$ cat src/rtl/bk_seq_add_wide.sv
// Multi-cycle WIDTH-bit adder: sequences byte slices LSB-first through a single
// BKadd8 instance, with the slice carry held in a register between cycles.

module BKadd8 (
    input  logic [7:0] a,
    input  logic [7:0] b,
    input  logic       cin,
    output logic [7:0] s,
    output logic       cout
);
    logic [7:0] g;
    logic [7:0] p;
    logic       g10, p10, g32, p32, g54, p54, g76, p76;
    logic       g30, p30, g74, p74, g70, p70;
    logic       g50, p50, g20, p20, g40, p40, g60, p60;
    logic [7:0] grp_g;
    logic [7:0] grp_p;
    logic [8:0] c;

    assign g = a & b;
    assign p = a ^ b;

    // Up-sweep: pairwise, then quads, then the full byte
    assign g10 = g[1] | (p[1] & g[0]);
    assign p10 = p[1] & p[0];
    assign g32 = g[3] | (p[3] & g[2]);
    assign p32 = p[3] & p[2];
    assign g54 = g[5] | (p[5] & g[4]);
    assign p54 = p[5] & p[4];
    assign g76 = g[7] | (p[7] & g[6]);
    assign p76 = p[7] & p[6];
    assign g30 = g32 | (p32 & g10);
    assign p30 = p32 & p10;
    assign g74 = g76 | (p76 & g54);
    assign p74 = p76 & p54;
    assign g70 = g74 | (p74 & g30);
    assign p70 = p74 & p30;

    // Down-sweep fills in the remaining prefixes
    assign g50 = g54 | (p54 & g30);
    assign p50 = p54 & p30;
    assign g20 = g[2] | (p[2] & g10);
    assign p20 = p[2] & p10;
    assign g40 = g[4] | (p[4] & g30);
    assign p40 = p[4] & p30;
    assign g60 = g[6] | (p[6] & g50);
    assign p60 = p[6] & p50;

    assign grp_g = {g70, g60, g50, g40, g30, g20, g10, g[0]};
    assign grp_p = {p70, p60, p50, p40, p30, p20, p10, p[0]};

    assign c[0]   = cin;
    assign c[8:1] = grp_g | (grp_p & {8{cin}});

    assign s    = p ^ c[7:0];
    assign cout = c[8];
endmodule

module bk_seq_add_wide #(
    parameter  int unsigned NSLICE = 4,
    localparam int unsigned WIDTH  = 8 * NSLICE
) (
    input  logic             clk,
    input  logic             rst_n,
    input  logic             in_valid,
    output logic             in_ready,
    input  logic [WIDTH-1:0] a,
    input  logic [WIDTH-1:0] b,
    input  logic             cin,
    output logic             out_valid,
    input  logic             out_ready,
    output logic [WIDTH-1:0] sum,
    output logic             cout,
    output logic             busy
);
    localparam int unsigned CW = $clog2(NSLICE);

    typedef enum logic [1:0] {
        S_IDLE = 2'd0,
        S_RUN  = 2'd1,
        S_DONE = 2'd2
    } state_e;

    state_e           state_q, state_d;
    logic [WIDTH-1:0] a_q, a_d;
    logic [WIDTH-1:0] b_q, b_d;
    logic [WIDTH-1:0] sum_q, sum_d;
    logic [CW-1:0]    cnt_q, cnt_d;
    logic             carry_q, carry_d;
    logic             cout_q, cout_d;
    logic             in_ready_q, in_ready_d;
    logic             out_valid_q, out_valid_d;
    logic             busy_q, busy_d;

    logic [7:0]       slice_a;
    logic [7:0]       slice_b;
    logic [7:0]       slice_s;
    logic             slice_co;

    assign slice_a = a_q[{cnt_q, 3'b000} +: 8];
    assign slice_b = b_q[{cnt_q, 3'b000} +: 8];

    BKadd8 u_bkadd8 (
        .a    (slice_a),
        .b    (slice_b),
        .cin  (carry_q),
        .s    (slice_s),
        .cout (slice_co)
    );

    // Next-state and registered-output logic
    always_comb begin
        state_d     = state_q;
        a_d         = a_q;
        b_d         = b_q;
        sum_d       = sum_q;
        cnt_d       = cnt_q;
        carry_d     = carry_q;
        cout_d      = cout_q;
        in_ready_d  = in_ready_q;
        out_valid_d = out_valid_q;
        busy_d      = busy_q;

        case (state_q)
            S_IDLE: begin
                if (in_valid && in_ready_q) begin
                    a_d        = a;
                    b_d        = b;
                    carry_d    = cin;
                    cnt_d      = '0;
                    state_d    = S_RUN;
                    in_ready_d = 1'b0;
                    busy_d     = 1'b1;
                end
            end
            S_RUN: begin
                sum_d[{cnt_q, 3'b000} +: 8] = slice_s;
                carry_d                     = slice_co;
                if (cnt_q == CW'(NSLICE - 1)) begin
                    cout_d      = slice_co;
                    cnt_d       = '0;
                    state_d     = S_DONE;
                    out_valid_d = 1'b1;
                end else begin
                    cnt_d = cnt_q + CW'(1);
                end
            end
            S_DONE: begin
                if (out_ready) begin
                    state_d     = S_IDLE;
                    out_valid_d = 1'b0;
                    in_ready_d  = 1'b1;
                    busy_d      = 1'b0;
                end
            end
            default: begin
                state_d     = S_IDLE;
                in_ready_d  = 1'b1;
                out_valid_d = 1'b0;
                busy_d      = 1'b0;
            end
        endcase
    end

    always_ff @(posedge clk or negedge rst_n) begin
        if (!rst_n) begin
            state_q     <= S_IDLE;
            a_q         <= '0;
            b_q         <= '0;
            sum_q       <= '0;
            cnt_q       <= '0;
            carry_q     <= 1'b0;
            cout_q      <= 1'b0;
            in_ready_q  <= 1'b1;
            out_valid_q <= 1'b0;
            busy_q      <= 1'b0;
        end else begin
            state_q     <= state_d;
            a_q         <= a_d;
            b_q         <= b_d;
            sum_q       <= sum_d;
            cnt_q       <= cnt_d;
            carry_q     <= carry_d;
            cout_q      <= cout_d;
            in_ready_q  <= in_ready_d;
            out_valid_q <= out_valid_d;
            busy_q      <= busy_d;
        end
    end

    assign in_ready  = in_ready_q;
    assign out_valid = out_valid_q;
    assign sum       = sum_q;
    assign cout      = cout_q;
    assign busy      = busy_q;
endmodule
$ cat config.mk
export PLATFORM = sky130hd
export DESIGN_NAME = bk_seq_add_wide
export DESIGN_NICKNAME = d
export VERILOG_FILES = /design/src/rtl/bk_seq_add_wide.sv
export SDC_FILE = /design/constraint.sdc
export NUM_CORES = 1
export LEC_CHECK = 0
export BUFFER_PORTS_ARGS = -buffer_cell sky130_fd_sc_hd__buf_2
export CAP_MARGIN = 20
export CORE_ASPECT_RATIO = 1.2
export CORE_MARGIN = 2
export CORE_UTILIZATION = 43
export DETAILED_ROUTE_END_ITERATION = 16
export PLACE_DENSITY = 0.71
export SLEW_MARGIN = 20
export SYNTH_ARGS = -nofsm -noshare
export SYNTH_HDL_FRONTEND = slang
export SYNTH_SLANG_ARGS = --single-unit
$ cat constraint.sdc
create_clock -name clk -period 3.6 [get_ports clk]
set_input_delay 0 -clock clk [delete_from_list [all_inputs] [get_ports clk]]
set_output_delay 0 -clock clk [all_outputs]
set_load 0.05 [all_outputs]
== After elaboration in Yosys (flattened, before gate mapping) ==
Cells that the tools add are included.

* $add $sub $neg: 2
* Equality and inequality tests: 6
* Shift-type cells: 4
* Muxes and demuxes: 18
* Bitwise operators: 40
* Reductions and logical operators: 9

{| class="wikitable"
|+ Operators by type and width
! operator !! count
|-
| indexed part select 32 x 6 -> 8 bit || 2
|-
| bitwise mux 32 bit || 1
|-
| variable shift 8 x 7 -> 32 bit, first input constant || 1
|-
| indexed part select 8 x 7 -> 32 bit || 1
|-
| bitwise AND 1 bit || 22
|-
| bitwise AND 8 bit || 2
|-
| bitwise XOR 8 bit || 2
|-
| OR 1 bit || 11
|-
| 2-to-1 mux 2 bit || 5
|-
| one-hot mux 1 bit (3 select lines) || 3
|-
| AND reduction 3 bit || 3
|-
| OR 8 bit || 1
|-
| negation 5 -> 7 bit || 1
|-
| 2-to-1 mux 1 bit || 6
|-
| inequality test 2 bit, second input constant || 3
|-
| one-hot mux 2 bit (3 select lines) || 1
|-
| AND reduction 2 bit || 3
|-
| equality test 2 bit, second input constant || 2
|-
| one-hot mux 2 bit (2 select lines) || 1
|-
| adder 2 x 1 -> 2 bit, second input constant || 1
|-
| equality test 2 x 1 -> 1 bit, second input constant || 1
|-
| logical NOT 2 bit || 1
|-
| inverter 1 bit || 2
|-
| one-hot mux 1 bit (2 select lines) || 1
|-
| other kinds (2) || 2
|}

* Bits in registers: 105
* Bits of input ports: 69
* Output and inout bits: 36
* Logic and storage cells: 89

== Depth between registers and ports, before layout ==
Gate-level depths: netlist of the first run.

* Depth after elaboration: 14
* Depth in mapped cells: 9
* Mapped depth without buffers: 7

== By module ==
A second synthesis of the first run with hierarchy kept.

* Cells, all modules: 328
* Area total of the unflattened synthesis: 4898.4 um2

{| class="wikitable"
|+ By module, submodules not included
! module !! instances !! cells an instance !! area each (um2)
|-
| bk_seq_add_wide || 1 || 287 || 4554.4
|-
| BKadd8 || 1 || 41 || 344.1
|}

== Worst setup path before layout of the first run ==
No wires, ideal clock.

* Path type: register -> register
* From: reg cnt_q[0]
* To: reg sum_q[22], in the netlist sum[22]
* Arrival time: 2687 ps
* Required time: 3477 ps
* Setup slack: 789 ps
* Cell stages (with the launch flop): 9
* Period minus slack after synthesis: 2811 ps
* Cell sequence: dfrtp_1 buf_4 buf_2 mux4_2 ha_1 a21o_1 or4_1 nand2b_1 o21ai_1

* Longest elaborated chain between the ends: 14

{| class="wikitable"
|+ RTL lines
! what !! RTL line !! source
|-
| from (decl) || 88 || <nowiki>logic [CW-1:0] cnt_q, cnt_d;</nowiki>
|-
| from (signal assigned) || 182 || <nowiki>cnt_q <= cnt_d;</nowiki>
|-
| indexed part select 32 x 6 -> 8 bit (on tied branches) || 100, 101 ||
|-
| bitwise XOR 8 bit or bitwise AND 8 bit (tied branches) || 21, 20 ||
|-
| bitwise AND 1 bit || 24 || <nowiki>assign g10 = g[1] | (p[1] & g[0]);</nowiki>
|-
| OR 1 bit || 24 ||
|-
| bitwise AND 1 bit || 32 || <nowiki>assign g30 = g32 | (p32 & g10);</nowiki>
|-
| OR 1 bit || 32 ||
|-
| bitwise AND 1 bit || 40 || <nowiki>assign g50 = g54 | (p54 & g30);</nowiki>
|-
| OR 1 bit || 40 ||
|-
| bitwise AND 1 bit || 46 || <nowiki>assign g60 = g[6] | (p[6] & g50);</nowiki>
|-
| OR 1 bit || 46 ||
|-
| OR 8 bit || 53 || <nowiki>assign c[8:1] = grp_g | (grp_p & {8{cin}});</nowiki>
|-
| bitwise XOR 8 bit || 55 || <nowiki>assign s = p ^ c[7:0];</nowiki>
|-
| indexed part select 8 x 7 -> 32 bit || 137 || <nowiki>sum_d[{cnt_q, 3'b000} +: 8] = slice_s;</nowiki>
|-
| bitwise mux 32 bit * || 137 ||
|-
| to (signal assigned) || 181 || <nowiki>sum_q <= sum_d;</nowiki>
|-
| to (decl) || 87 || <nowiki>logic [WIDTH-1:0] sum_q, sum_d;</nowiki>
|}

Mark *: on every way between the ends. The rest lies on a longest branch, timed or not.
A chain may end at the register's enable or synchronous reset.

== Worst setup path in the final report of the first run ==
* From: reg cnt_q[1]
* To: reg sum_q[30], in the netlist sum[30]

The elaborated chain is that of the path after synthesis.

==> results.toml, run 1 <==
[drt]
wl_per_cell_um = 17.1
avgViaCountPerCell = 5.35
wirelength_mm = 11.0
vias = 3449
firstDrtPassIters = 4
drtIter0Drc = 150
ant_nets = 0
drc = 0

[place]
io_buffers = 104
dp_slack_ns = 0.694
dp_hpwl_mm = 7.41
place_inst = 561
gp_congestion = 0.779

[synthesis]
synth.cell_area_um2 = 4790
synth_cell_types = 43
synth_fa_ha_area_frac = 0.0408
synth_top_family_by_area = "multiplexers"
synthMuxAreaShare = 0.230
ys_dominant_reg_cell = "dfrtp_1"
synth-seq-cells = 105
yosysTopAreaCell = "dfrtp_1"
synthesis.nets = 421
yosys_warnings = 0
syn_avg_cell_area_um2 = 14.2
yosys.area_share.simple = 0.0538
syn_inst = 337
netlist.area_leader.share = 0.543
synth_xor_area_frac = 0.00731
synth_edf_count = 0
synth-compound-area-share = 0.0964
seq_area_frac_synth = 0.549
synthArstFlopShare = 1.00
yosys-top-cells-area = "dfrtp_1, mux2_2, mux4_2"

[floorplanning]
rows = 42
die_x_um = 100
die_h_um = 120
coreArea_um2 = 10900
ios = 105
dieArea_um2 = 12000
start_util = 0.438

[sta]
fin_skew_ns = 0.00789
finalHoldViolCount = 0
fin_ws_ns = 0.684
fin_crit_sh = 0.810
fin_hold_ws_ns = 0.323
tightest_slew_ns = 1.02
slew_violations = 0
maxSlewHeadroom = 0.320
rsz0062_at_grt = "no"
finalCriticalPeriod_ns = 2.92
tns_ns = 0
final-setup-viol-count = 0
fmax_ghz = 0.343

[critical_path]
critPathArrivalTime_ns = 3.15
path_max_fanout = 11
endpoint_kind = "flop"
worst-setup-path-type = "reg2reg"
start_kind = "flop"
critPathRequiredTime_ns = 3.83
rrSetupSlack_ns = 0.68

[layout]
drive_gt1_frac = 0.396
finalNonFillerCells = 645
areaGrowthSynthToFinish_pct = 33.7
antenna_cells = 0
nNetsFinal = 592

[grt]
grtUsageMet2 = 0.312
grt_pass1_vias = 3595
gr-usage-all-layers = 0.192
busiest_layer = "met2"
grtUsageMet3 = 0.0408
antenna_found_initial = 0
grt_max_degree = 76
grtUsageMet1 = 0.241
grt_overflow = 0
grt_pass1_wl_mm = 17.8

[pwr]
netSwitchingFraction = 0.425
p_per_area_nw_per_um2 = 956
clkPwrFrac = 0.162
combPwrFrac = 0.514
max-vdd-ir-drop_v = 0.000412
p_leak_uw = 0.00303
p_sw_uw = 2600
seqPwrFrac = 0.323
p_int_uw = 3520

[clock_tree]
clk_pin_slew_ns = 0.07
clockBufferDepth = 2
htree_levels = 3
clk_latency_ns = 0.35
tritoncts = "yes"
cts.sinks = 105
numCtsBuffers = 9
cts-root-buf = "clkbuf_16"
cts_resized = 0

[worst_hold_path]
hold_path_class = "in2async"

[run]
cap_violations = 0

[outcome]
status = "finished, final reports clean"
[power groups by stage]
stage | sequential (µW) | clock [µW] | combinational [µW]
2_1_floorplan | 2360 | 0 | 1940
3_3_place_gp | 1980 | 0 | 3000
3_5_place_dp | 2000 | 0 | 3090
4_1_cts | 1980 | 1010 | 3160
5_1_grt | 2040 | 1060 | 3420
6_report | 1980 | 994 | 3150
[layer usage]
metal / share of wire / vias to the layer above
li1: - / 1607
met1: 0.42 / 1690
met2: 0.50 / 119
met3: 0.046 / 33
met4: 0.036 / 0
met5: 0 / -
[critical path, cell delays in order (launching register included)]
cell and delay (ns):
dfrtp_1 0.60, buf_4 0.30, mux4_2 0.38, ha_1 0.33, a211oi_2 0.33, nor3_1 0.12, or4_1 0.47, nand2b_1 0.16
o21ai_1 0.10
[sequential cells by signal, indices dropped and copies added, names as in the netlist]
signal / flops
in_ready: 1
sum: 32
busy: 1
out_valid: 1
cout: 1
cnt_q: 2
state_q: 2
carry_q: 1
b_q: 32
a_q: 32
[worst paths after layout]
check	startpoint	endpoint	cells past startpoint
max	cnt_q[1]	sum[30]	8
min	rst_n	state_q[1]	2
max reg2reg	cnt_q[1]	sum[30]	8
min reg2reg	a_q[26]	a_q[26]	1
max in group asynchronous	rst_n	sum[1]	3
min in group clk	a[10]	a_q[10]	3
[metrics by stage]
stage | area [µm²] | total power [µW] | utilization
2_1_floorplan | 4790 | 4300 | -
3_3_place_gp | 5420 | 4980 | 0.496
3_5_place_dp | 5420 | 5090 | 0.496
4_1_cts | 6400 | 6150 | 0.586
5_1_grt | 6400 | 6520 | 0.586
6_report | 6400 | 6120 | 0.586
[layout make-up]
class                           count  area [µm²]
Inverter                            5        18.8
Tap cell                          132         165
Clock buffer                        9         225
Multi-Input combinational cell    211        2050
Clock inverter                      7        76.3
Timing Repair Buffer              176        1230
Sequential cell                   105        2630
Fill cell                         844        4530
[cell usage after synthesis (all sizes together), types with 2 or more instances]
cell type and number:
a211oi 2, a21o 3, a21oi 6, a22o 25
a22oi 4, and3 3, buf 13, clkbuf 3
dfrtp 104, ha 14, inv 5, mux2 64
mux2i 2, mux4 16, nand2 15, nand2b 2
nand3 4, nand4 3, nor2 11, nor2b 2
nor3 3, o21ai 12, o31ai 5, xnor2 2
xor2 2
[placed cells by master, fill, tap and decap left out, drive strengths merged, types with 3 or more instances in the layout]
cell and instances:
nand2 15, ha 14, dfrtp 104, inv 8, o31ai 5, nand4 3, a21oi 6, nand3 4
mux4 16, a21o 3, mux2 64, and3 3, a22oi 4, nor2 11, buf 108, dlygate4sd3 68
clkbuf 9, a22o 25, o21ai 12, nor3 3
[logic make-up after synthesis]
kind of cell / count (synthesis)
AO/OA/AOI/OAI: 62
XOR/XNOR: 4
flip-flops: 105
multiplexers: 82
AND/OR/NAND/NOR: 48
buffers and inverters: 21
adder cells (fa/ha/maj): 15
[repair_timing]
item / in CTS / in global routing
hold buffers: 68 / 0
setup endpoints to repair: 0 / 0
setup buffers: 0 / 0
endpoints found under the hold margin: 141 / 0
Power figures use the tool's default switching activity.
==> inputs of run 2 (changes only) <==
==> constraint.sdc (replaced) <==
create_clock -name clk -period 2.7 [get_ports clk]
set_input_delay 0 -clock clk [delete_from_list [all_inputs] [get_ports clk]]
set_output_delay 0 -clock clk [all_outputs]
set_load 0.05 [all_outputs]
==> results.toml, run 2 (synthesis results as in run 1) <==
[floorplanning]
start_util = 0.438
ios = 105
coreArea_um2 = 10900
rows = 42
dieArea_um2 = 12000
die_h_um = 120
die_x_um = 100

[place]
gp_congestion = 0.813
io_buffers = 104
place_inst = 565
dp_hpwl_mm = 7.40

[layout]
nNetsFinal = 601
layout_commonest_cell = "dfrtp_1"
finalNonFillerCells = 654
antenna_cells = 0
final_cell_mix = "dfrtp_1, buf_2, dlygate4sd3_1"
fillCellCount = 829
post-route-util = 0.609
areaGrowthSynthToFinish_pct = 38.9
drive_gt1_frac = 0.427

[sta]
finalCriticalPeriod_ns = 2.62
maxSlewHeadroom = 0.591
tightest_slew_ns = 0.614
finalHoldViolCount = 0
fmax_ghz = 0.382
fin_skew_ns = 0.00788
slew_violations = 0
final-setup-viol-count = 0
fin_crit_sh = 0.970

[grt]
grt_max_degree = 50
grt_pass1_vias = 3613
grt_pass1_wl_mm = 18.3
antenna_found_initial = 0
gr-usage-all-layers = 0.196
grt_overflow = 0

[drt]
firstDrtPassIters = 4
wirelength_mm = 11.3
avgViaCountPerCell = 5.37
wl_per_cell_um = 17.3
vias = 3513
ant_nets = 0
drc = 0
drtIter0Drc = 167

[critical_path]
start_kind = "flop"
endpoint_kind = "flop"
critPathArrivalTime_ns = 2.86
reg2reg_from = "cnt_q[0]"
reg2regPathDepth = 9
critPathRequiredTime_ns = 2.94
r2r_end = "sum[30]"
worst-setup-path-type = "reg2reg"
path_max_fanout = 6
rrSetupSlack_ns = 0.08

[clock_tree]
tritoncts = "yes"
clk_pin_slew_ns = 0.07
numCtsBuffers = 9
cts.sinks = 105
clockBufferDepth = 2
clk_latency_ns = 0.35
cts-root-buf = "clkbuf_16"
htree_levels = 3

[pwr]
max-vdd-ir-drop_v = 0.000576
p_leak_uw = 0.00312
p_per_area_nw_per_um2 = 1340

[outcome]
status = "finished, final reports clean"

[run]
cap_violations = 0

[worst_hold_path]
hold_path_class = "in2async"
==> run 2: layout make-up <==
| cell class | count | area (µm²) | area share |
|---|---|---|---|
| Sequential cell | 105 | 2630 | 0.395 |
| Timing Repair Buffer | 185 | 1360 | 0.204 |
| Inverter | 5 | 18.8 | 0.00282 |
| Tap cell | 132 | 165 | 0.0248 |
| Clock buffer | 11 | 253 | 0.0380 |
| Clock inverter | 5 | 86.3 | 0.0130 |
| Multi-Input combinational cell | 211 | 2140 | 0.322 |
==> run 2: critical path, stage by stage, from the launching register on <==
cell and delay (ns):
dfrtp_1 0.42, buf_12 0.15, buf_12 0.13, mux4_2 0.55, ha_4 0.21, a211oi_4 0.25, nor3_2 0.08, or4_1 0.46
nand2b_1 0.16, o21ai_1 0.09
==> run 2: worst max path at each step <==
stage,from,to,slack (ns),cells past startpoint
CTS,cnt_q[0],sum[30],0.04,8
global placement,cnt_q[0],sum[30],0.07,8
detailed placement,cnt_q[0],sum[30],0.06,8
finish,cnt_q[0],sum[30],0.08,9
global route,cnt_q[0],sum[22],-0.007,8
floorplan,cnt_q[0],sum[22],0.02,8
==> run 2: where the power goes <==
part / switching, µW / internal (µW) / leakage (µW) / total [µW]
registers: 387 / 2240 / 0.00134 / 2630
clock network: 588 / 870 / 0.000166 / 1460
logic: 2710 / 2150 / 0.00162 / 4860
total: 3690 / 5260 / 0.00312 / 8940
==> run 2: what timing repair did <==
action	CTS	global route
hold buffers	68	0
endpoints found under the hold margin	114	0
setup endpoints to repair	0	12
resized for setup	0	24
setup buffers	0	5
==> run 2: routing by layer <==
| layer | GRT usage | share of wire |
|---|---|---|
| met3 | 0.0326 | 0.044 |
| met5 | 0 | 0 |
| met4 | 0.0822 | 0.021 |
| met1 | 0.255 | 0.43 |
| met2 | 0.325 | 0.51 |
==> run 2: per-stage QoR <==
stage	hold WS (ns)	setup WS, ns	power (µW)	TNS, ns	cell area [µm²]
after floorplan	-0.296	0.0159	5750	0	4800
after global placement	0.0523	0.0698	6780	0	5490
after detailed placement	0.0599	0.0591	6880	0	5490
after CTS	0.229	0.0396	8420	0	6510
after global routing	0.275	-0.00661	9500	-0.0127	6650
final	0.215	0.0805	8940	0	6650
